[src/rtl/i3c_pkg.sv]
// Shared types and small helpers for the bus condition generator.
package i3c_pkg;

    typedef enum logic [1:0] {
        GEN_START  = 2'd0,
        GEN_RSTART = 2'd1,
        GEN_STOP   = 2'd2,
        GEN_RSVD   = 2'd3
    } gen_cmd_t;

    // ST_ERR is the single ack/err cycle of a reserved command
    typedef enum logic [3:0] {
        ST_IDLE  = 4'd0,
        ST_S_HD  = 4'd1,
        ST_S_LOW = 4'd2,
        ST_R_SDA = 4'd3,
        ST_R_SU  = 4'd4,
        ST_P_SDA = 4'd5,
        ST_P_SU  = 4'd6,
        ST_P_REL = 4'd7,
        ST_ERR   = 4'd8
    } gen_state_t;

    // Open-drain line levels: 1 = released, 0 = driven low
    typedef struct packed {
        logic scl;
        logic sda;
    } line_t;

    // Fixed SCL/SDA levels driven during each timed phase
    function automatic line_t phase_lines(gen_state_t st);
        line_t l;
        l = '{scl: 1'b1, sda: 1'b1};
        case (st)
            ST_S_HD:  l = '{scl: 1'b1, sda: 1'b0};
            ST_S_LOW: l = '{scl: 1'b0, sda: 1'b0};
            ST_R_SDA: l = '{scl: 1'b0, sda: 1'b1};
            ST_R_SU:  l = '{scl: 1'b1, sda: 1'b1};
            ST_P_SDA: l = '{scl: 1'b0, sda: 1'b0};
            ST_P_SU:  l = '{scl: 1'b1, sda: 1'b0};
            ST_P_REL: l = '{scl: 1'b1, sda: 1'b1};
            default:  l = '{scl: 1'b1, sda: 1'b1};
        endcase
        return l;
    endfunction

    // Phase sequencing; ST_IDLE after the final phase of a condition
    function automatic gen_state_t next_phase(gen_state_t st);
        gen_state_t n;
        n = ST_IDLE;
        case (st)
            ST_R_SDA: n = ST_R_SU;
            ST_R_SU:  n = ST_S_HD;
            ST_S_HD:  n = ST_S_LOW;
            ST_P_SDA: n = ST_P_SU;
            ST_P_SU:  n = ST_P_REL;
            default:  n = ST_IDLE;
        endcase
        return n;
    endfunction

    // Final phase of a condition, where ack is issued
    function automatic logic is_last_phase(gen_state_t st);
        return (st == ST_S_LOW) || (st == ST_P_REL);
    endfunction

    // Phases that release SCL and may be stretched by a target
    function automatic logic scl_high_phase(gen_state_t st);
        return (st == ST_R_SU) || (st == ST_S_HD) || (st == ST_P_SU) || (st == ST_P_REL);
    endfunction

endpackage

[src/rtl/phase_timer.sv]
// Loadable down-counter timing one generator phase; done marks the last cycle.
module phase_timer #(
    parameter int unsigned Width = 21
) (
    input  logic             clk,
    input  logic             rst_n,
    input  logic             load,
    input  logic [Width-1:0] load_val,
    input  logic             en,
    output logic             done,
    output logic             done_next_c
);

    logic [Width-1:0] cnt_q;
    logic [Width-1:0] cnt_d;

    // Next count: load wins, otherwise decrement without wrapping
    always_comb begin
        cnt_d = cnt_q;
        if (load) begin
            cnt_d = load_val;
        end else if (en && (cnt_q != '0)) begin
            cnt_d = cnt_q - Width'(1);
        end
    end

    assign done_next_c = (cnt_d == '0);

    // Count register with a registered zero flag
    always_ff @(posedge clk or negedge rst_n) begin
        if (!rst_n) begin
            cnt_q <= '0;
            done  <= 1'b1;
        end else begin
            cnt_q <= cnt_d;
            done  <= done_next_c;
        end
    end

endmodule

[src/rtl/bus_condition_gen.sv]
// Generates START / Repeated START / STOP on open-drain SCL/SDA as timed phases.
// Optional build macro I3C_GEN_CLOCK_STRETCH_EN: SCL-high phases wait for scl_i=1.
module bus_condition_gen
    import i3c_pkg::*;
#(
    parameter int unsigned CntW = 20
) (
    input  logic            clk_i,
    input  logic            rst_ni,
    input  logic            enable_i,
    input  logic            req_i,
    input  logic [1:0]      cmd_i,
    input  logic [CntW-1:0] t_r_i,
    input  logic [CntW-1:0] t_f_i,
    input  logic [CntW-1:0] t_su_sta_i,
    input  logic [CntW-1:0] t_hd_sta_i,
    input  logic [CntW-1:0] t_su_sto_i,
    input  logic            scl_i,
    output logic            scl_o,
    output logic            sda_o,
    output logic            busy_o,
    output logic            ack_o,
    output logic            err_o
);

    localparam int unsigned DurW = CntW + 1;

    gen_state_t      state_q;
    gen_state_t      state_d;
    line_t           lines_q;
    line_t           lines_d;
    logic            rel_pend_q;
    logic            rel_pend_d;
    logic            busy_d;
    logic            ack_d;
    logic            err_d;
    logic            abort;
    logic            stretch_ok;
    logic            tmr_load;
    logic            tmr_en;
    logic            tmr_done;
    logic            tmr_done_next;
    logic [DurW-1:0] dur;
    logic [DurW-1:0] load_val;

`ifdef I3C_GEN_CLOCK_STRETCH_EN
    // SCL-high phases only count once the bus really shows SCL high
    assign stretch_ok = !scl_high_phase(state_q) || scl_i;
`else
    logic unused_scl;
    assign unused_scl = scl_i;
    assign stretch_ok = 1'b1;
`endif

    // Duration of the phase being entered; D=0 still costs one cycle
    always_comb begin
        dur = '0;
        case (state_d)
            ST_S_HD:            dur = DurW'(t_f_i) + DurW'(t_hd_sta_i);
            ST_S_LOW, ST_P_SDA: dur = DurW'(t_f_i);
            ST_R_SDA, ST_P_REL: dur = DurW'(t_r_i);
            ST_R_SU:            dur = DurW'(t_r_i) + DurW'(t_su_sta_i);
            ST_P_SU:            dur = DurW'(t_r_i) + DurW'(t_su_sto_i);
            default:            dur = '0;
        endcase
        load_val = (dur == '0) ? '0 : (dur - DurW'(1));
    end

    // Next-state logic: request decode, phase sequencing and abort
    always_comb begin
        state_d  = state_q;
        tmr_load = 1'b0;
        tmr_en   = 1'b0;
        abort    = 1'b0;
        case (state_q)
            ST_IDLE: begin
                if (enable_i && req_i) begin
                    tmr_load = 1'b1;
                    case (gen_cmd_t'(cmd_i))
                        GEN_START:  state_d = ST_S_HD;
                        GEN_RSTART: state_d = ST_R_SDA;
                        GEN_STOP:   state_d = ST_P_SDA;
                        default: begin
                            state_d  = ST_ERR;
                            tmr_load = 1'b0;
                        end
                    endcase
                end
            end
            ST_ERR: begin
                state_d = ST_IDLE;
            end
            default: begin
                if (!enable_i) begin
                    state_d = ST_IDLE;
                    abort   = 1'b1;
                end else if (stretch_ok) begin
                    if (tmr_done) begin
                        state_d  = next_phase(state_q);
                        tmr_load = (state_d != ST_IDLE);
                    end else begin
                        tmr_en = 1'b1;
                    end
                end
            end
        endcase
    end

    // Output values for the next cycle, derived from the next state
    always_comb begin
        lines_d    = lines_q;
        rel_pend_d = 1'b0;
        if (abort) begin
            // release SDA first while SCL holds, SCL follows a cycle later
            lines_d.sda = 1'b1;
            rel_pend_d  = 1'b1;
        end else if ((state_d == ST_IDLE) || (state_d == ST_ERR)) begin
            if (rel_pend_q) begin
                lines_d.scl = 1'b1;
            end
        end else begin
            lines_d = phase_lines(state_d);
        end
        busy_d = (state_d != ST_IDLE);
        err_d  = (state_d == ST_ERR);
        // a stalled last phase already sitting at zero must not re-ack
        ack_d  = err_d || (is_last_phase(state_d) && tmr_done_next &&
                           !((state_d == state_q) && tmr_done));
    end

    // State and registered outputs
    always_ff @(posedge clk_i or negedge rst_ni) begin
        if (!rst_ni) begin
            state_q    <= ST_IDLE;
            lines_q    <= '{scl: 1'b1, sda: 1'b1};
            rel_pend_q <= 1'b0;
            busy_o     <= 1'b0;
            ack_o      <= 1'b0;
            err_o      <= 1'b0;
        end else begin
            state_q    <= state_d;
            lines_q    <= lines_d;
            rel_pend_q <= rel_pend_d;
            busy_o     <= busy_d;
            ack_o      <= ack_d;
            err_o      <= err_d;
        end
    end

    assign scl_o = lines_q.scl;
    assign sda_o = lines_q.sda;

    phase_timer #(
        .Width(DurW)
    ) u_phase_timer (
        .clk        (clk_i),
        .rst_n      (rst_ni),
        .load       (tmr_load),
        .load_val   (load_val),
        .en         (tmr_en),
        .done       (tmr_done),
        .done_next_c(tmr_done_next)
    );

endmodule

[config.mk]
export PLATFORM = sky130hd
export DESIGN_NAME = bus_condition_gen
export DESIGN_NICKNAME = d
export VERILOG_FILES = /design/src/rtl/i3c_pkg.sv /design/src/rtl/phase_timer.sv /design/src/rtl/bus_condition_gen.sv
export SDC_FILE = /design/constraint.sdc
export NUM_CORES = 1
export LEC_CHECK = 0
export CAP_MARGIN = 20
export CORE_MARGIN = 1.5
export CORE_UTILIZATION = 50
export CTS_BUF_LIST = sky130_fd_sc_hd__clkbuf_2 sky130_fd_sc_hd__clkbuf_4 sky130_fd_sc_hd__clkbuf_8
export CTS_CLUSTER_DIAMETER = 120
export DETAILED_ROUTE_END_ITERATION = 8
export HOLD_SLACK_MARGIN = 0.1
export PLACE_DENSITY = 0.78
export SLEW_MARGIN = 0
export SYNTH_ARGS = -nofsm -noshare
export SYNTH_HDL_FRONTEND = slang
export SYNTH_HIERARCHICAL = 1
export SYNTH_SLANG_ARGS = --single-unit
[constraint.sdc]
create_clock -name clk_i -period 8.28 [get_ports clk_i]
set_clock_uncertainty 0.15 [all_clocks]
set_input_delay 1.656 -clock clk_i [delete_from_list [all_inputs] [get_ports clk_i]]
set_output_delay 1.656 -clock clk_i [all_outputs]
set_load 0.05 [all_outputs]
==> summary.txt <==
Run status
  – Status: completed

Worst setup path
  – Crit. End Element: flop
  – Critical path's largest stage delay: 510 ps
  – WP data required: 8300 ps
  – Worst setup SP type: input pin
  – Crit path max fanout: 20
  – Worst path arrival time: 8040 ps
  – Slowest CP cell: clkdlybuf4s50_1
  – Critical path type: in -> reg

Detailed routing
  – Wire length per cell: 17.8 µm
  – Met2 WL: 8510 µm
  – Initial DRC count: 469
  – Antenna viol nets, final: 0
  – DRC: 0
  – Met3 wire length: 1290 µm
  – DR vias/cell: 6.33
  – Met1 Wirelength: 7260 µm
  – Detailed-route via count: 6210
  – Pre-antenna DRT Iters: 5
  – Final WL: 17500 µm
  – Top layer used by detailed routing: met4

Timing
  – Final cycle utilization of the critical path: 96.9%
  – Tightest Pin Transition: 945 ps
  – Setup tns final: 0 ps
  – Max-Slew Margin vs Limit: 37.0%
  – Final-report setup violation count: 0
  – Min Tclk post-route: 8020 ps
  – Fin Hold WS: 368 ps
  – Hold Vio Cnt, Final: 0
  – Setup ws final: 261 ps
  – FMAX: 0.125 GHz
  – Slew Limit Fails: 0

Synth
  – Syn_nets: 867
  – Post-synth EDFFs: 0
  – Synth area leaders: dfrtp_1 13%, ha_1 9.7%, xnor2_1 4.7%
  – Syn Std Cell Area: 0.00565 mm²
  – Warnings, synthesis: 6
  – Register bit total from synthesis: 32
  – Area share of the largest cell type after synthesis: 12.9%
  – Sequential share of the synthesized area: 14.2%
  – Post-synth top flop: dfrtp_1
  – Cell variety after synth: 102
  – Syn_area_per_cell: 7.91 µm²
  – Simple-gate share of the synthesized area: 27.4%
  – Synth Area in Compound Gates: 30.2%
  – Mux cell area share after synthesis: 5.30%
  – Adder-cell share of the synthesized area: 10.5%
  – Area leader, netlist: dfrtp_1
  – Synth Area in XOR/XNOR: 8.04%
  – Largest family of logic cells by synthesized area: compound AO/OA/AOI/OAI gates
  – Share of flip-flops with an asynchronous set or reset: 100%
  – Mapped Cells: 714

Layout
  – Final nets: 993
  – Final Non-Filler Cells: 981
  – Finished Cell Area: 0.00722 mm²
  – Core Util, Final: 66.0%
  – Antenna cells: 0
  – Commonest non-fill, non-tap cells in the layout: 110 x clkdlybuf4s50_1, 67 x nand2_1, 57 x nor2_1
  – Commonest non-fill, non-tap cell in the layout: clkdlybuf4s50_1
  – Share of cells above drive strength 1: 14.6%
  – Area grow syn2layout: 27.8%

Power
  – Peak VDD IR: 0.115 mV
  – Sw Ratio: 46.3%
  – P_leak: 2.88 nW
  – Net switching power: 0.545 mW
  – Clk pwr share: 10.3%
  – Int Pwr: 0.633 mW
  – Comb power frac: 65.8%
  – Final Power: 1.18 mW
  – Sequential power share: 23.9%
  – PD cells: 163 mW/mm²

Die
  – Die area: 0.0119 mm²
  – Starting Density: 51.6%
  – # IOs: 112
  – Die X: 109 µm
  – Core Box Area: 0.0109 mm²
  – Height of the chip: 109 µm
  – Rows: 38

Place
  – Dpl hpwl: 14200 µm
  – PortBufs: 110
  – Placed cells: 970
  – Placed Area: 0.00707 mm²
  – GP Congestion: 0.976
  – Setup WS pre-CTS: 43.9 ps

Worst hold path
  – Hold crit path type: reg -> reg

CTS
  – Bufs on Longest Clock Path: 2
  – CTS Buf Count: 5
  – TritonCTS clock tree: built
  – Clk_lat worst skew: 280 ps
  – H-tree depth: 2
  – Clk sink count: 32
  – Post-CTS Hold Fix Bufs: 0
  – Root buf cell: clkbuf_8
  – Clk slew on worst S/H paths: 70 ps

Job
  – Max Cap Viol: 0

GRT
  – GRT Total Usage: 29.4%
  – First-pass GRT wire length: 28200 µm
  – GRT overflow: 0
  – Antenna violations before repair: 0
  – Largest net degree at the start of global routing: 38
  – Vias in the first global route: 6045
[synthesized netlist by cell type, drive strengths merged, types with 4 or more instances]
library cell / n
o21ba: 4
o2111ai: 4
or3: 8
nor2: 57
clkbuf: 15
nand3: 17
a211oi: 19
ha: 44
xor2: 21
o21ai: 49
o211ai: 7
a211o: 5
nand3b: 5
nor3b: 4
nand2: 69
or4: 6
nand4: 10
o21a: 10
nand4b: 5
a21oi: 40
nor2b: 6
a221o: 5
a21o: 10
mux2i: 4
mux2: 23
a2111oi: 4
and3: 9
o221ai: 11
nand2b: 5
o31ai: 8
a22oi: 7
buf: 17
a2bb2oi: 4
dfrtp: 29
nor4: 18
xnor2: 30
nor3: 21
or2: 6
a221oi: 5
inv: 23
and2: 6
[path summary, 6_finish.rpt]
kind | cells after the start | startpoint | slack (ps) | endpoint
min in group asynchronous | 2 | rst_ni | 1620 | rel_pend_q
hold / removal | 1 | scl_o | 370 | scl_o
hold reg to reg | 1 | scl_o | 370 | scl_o
max in group asynchronous | 2 | rst_ni | 6040 | scl_o
setup reg to reg | 30 | state_q[0] | 1250 | ack_o
setup / recovery | 30 | enable_i | 260 | ack_o
[power groups by stage]
stage | Combinational (mW) | Clock, mW | Sequential (mW)
after floorplan | 0.517 | 0 | 0.274
after global placement | 0.732 | 0 | 0.277
after detailed placement | 0.749 | 0 | 0.280
after CTS | 0.753 | 0.125 | 0.279
after global routing | 0.844 | 0.132 | 0.288
final | 0.775 | 0.122 | 0.281
[cell families after synthesis]
group                      count (synthesis)
and+or+nand+nor                          271
buffers and inverters                     55
xor gates and xnor gates                  51
adders and majority gates                 46
DFF                                       32
AOI/OAI and AO/OA                        232
muxes                                     27
[metal layers]
metal	GRT usage, %	up-vias
li1	-	3008
met1	36.9	2874
met2	51.6	293
met3	3.59	35
met4	10.5	0
met5	0	-
[final cells by class]
class,instances,area [µm²]
Multi-Input combinational cell,627,4640
Fill cell,935,3720
Timing Repair Buffer,151,1430
Sequential cell,32,805
Tap cell,140,175
Inverter,23,86.3
Clock buffer,7,83.8
Clock inverter,1,5.00
[state kept, by name (all words and copies together), names as in the netlist]
| signal | count |
|---|---|
| busy_o | 1 |
| sda_o | 1 |
| ack_o | 1 |
| u_phase_timer/done | 1 |
| err_o | 1 |
| state_q | 4 |
| u_phase_timer/cnt_q | 21 |
| rel_pend_q | 1 |
| scl_o | 1 |
[what timing repair did]
| item | in CTS | in global routing |
|---|---|---|
| setup buffers | 0 | 2 |
| gates resized for setup | 0 | 5 |
| setup endpoints to repair | 0 | 1 |
[critical path, delay by kind of cell]
kind	cells	cell delay [ps]
buf+inv	5	1160
xor+xnor	1	150
mux	2	390
simple gates	12	2460
compound gates	9	1890
fa+ha+maj	1	290
(Power assumes the default switching activity.)
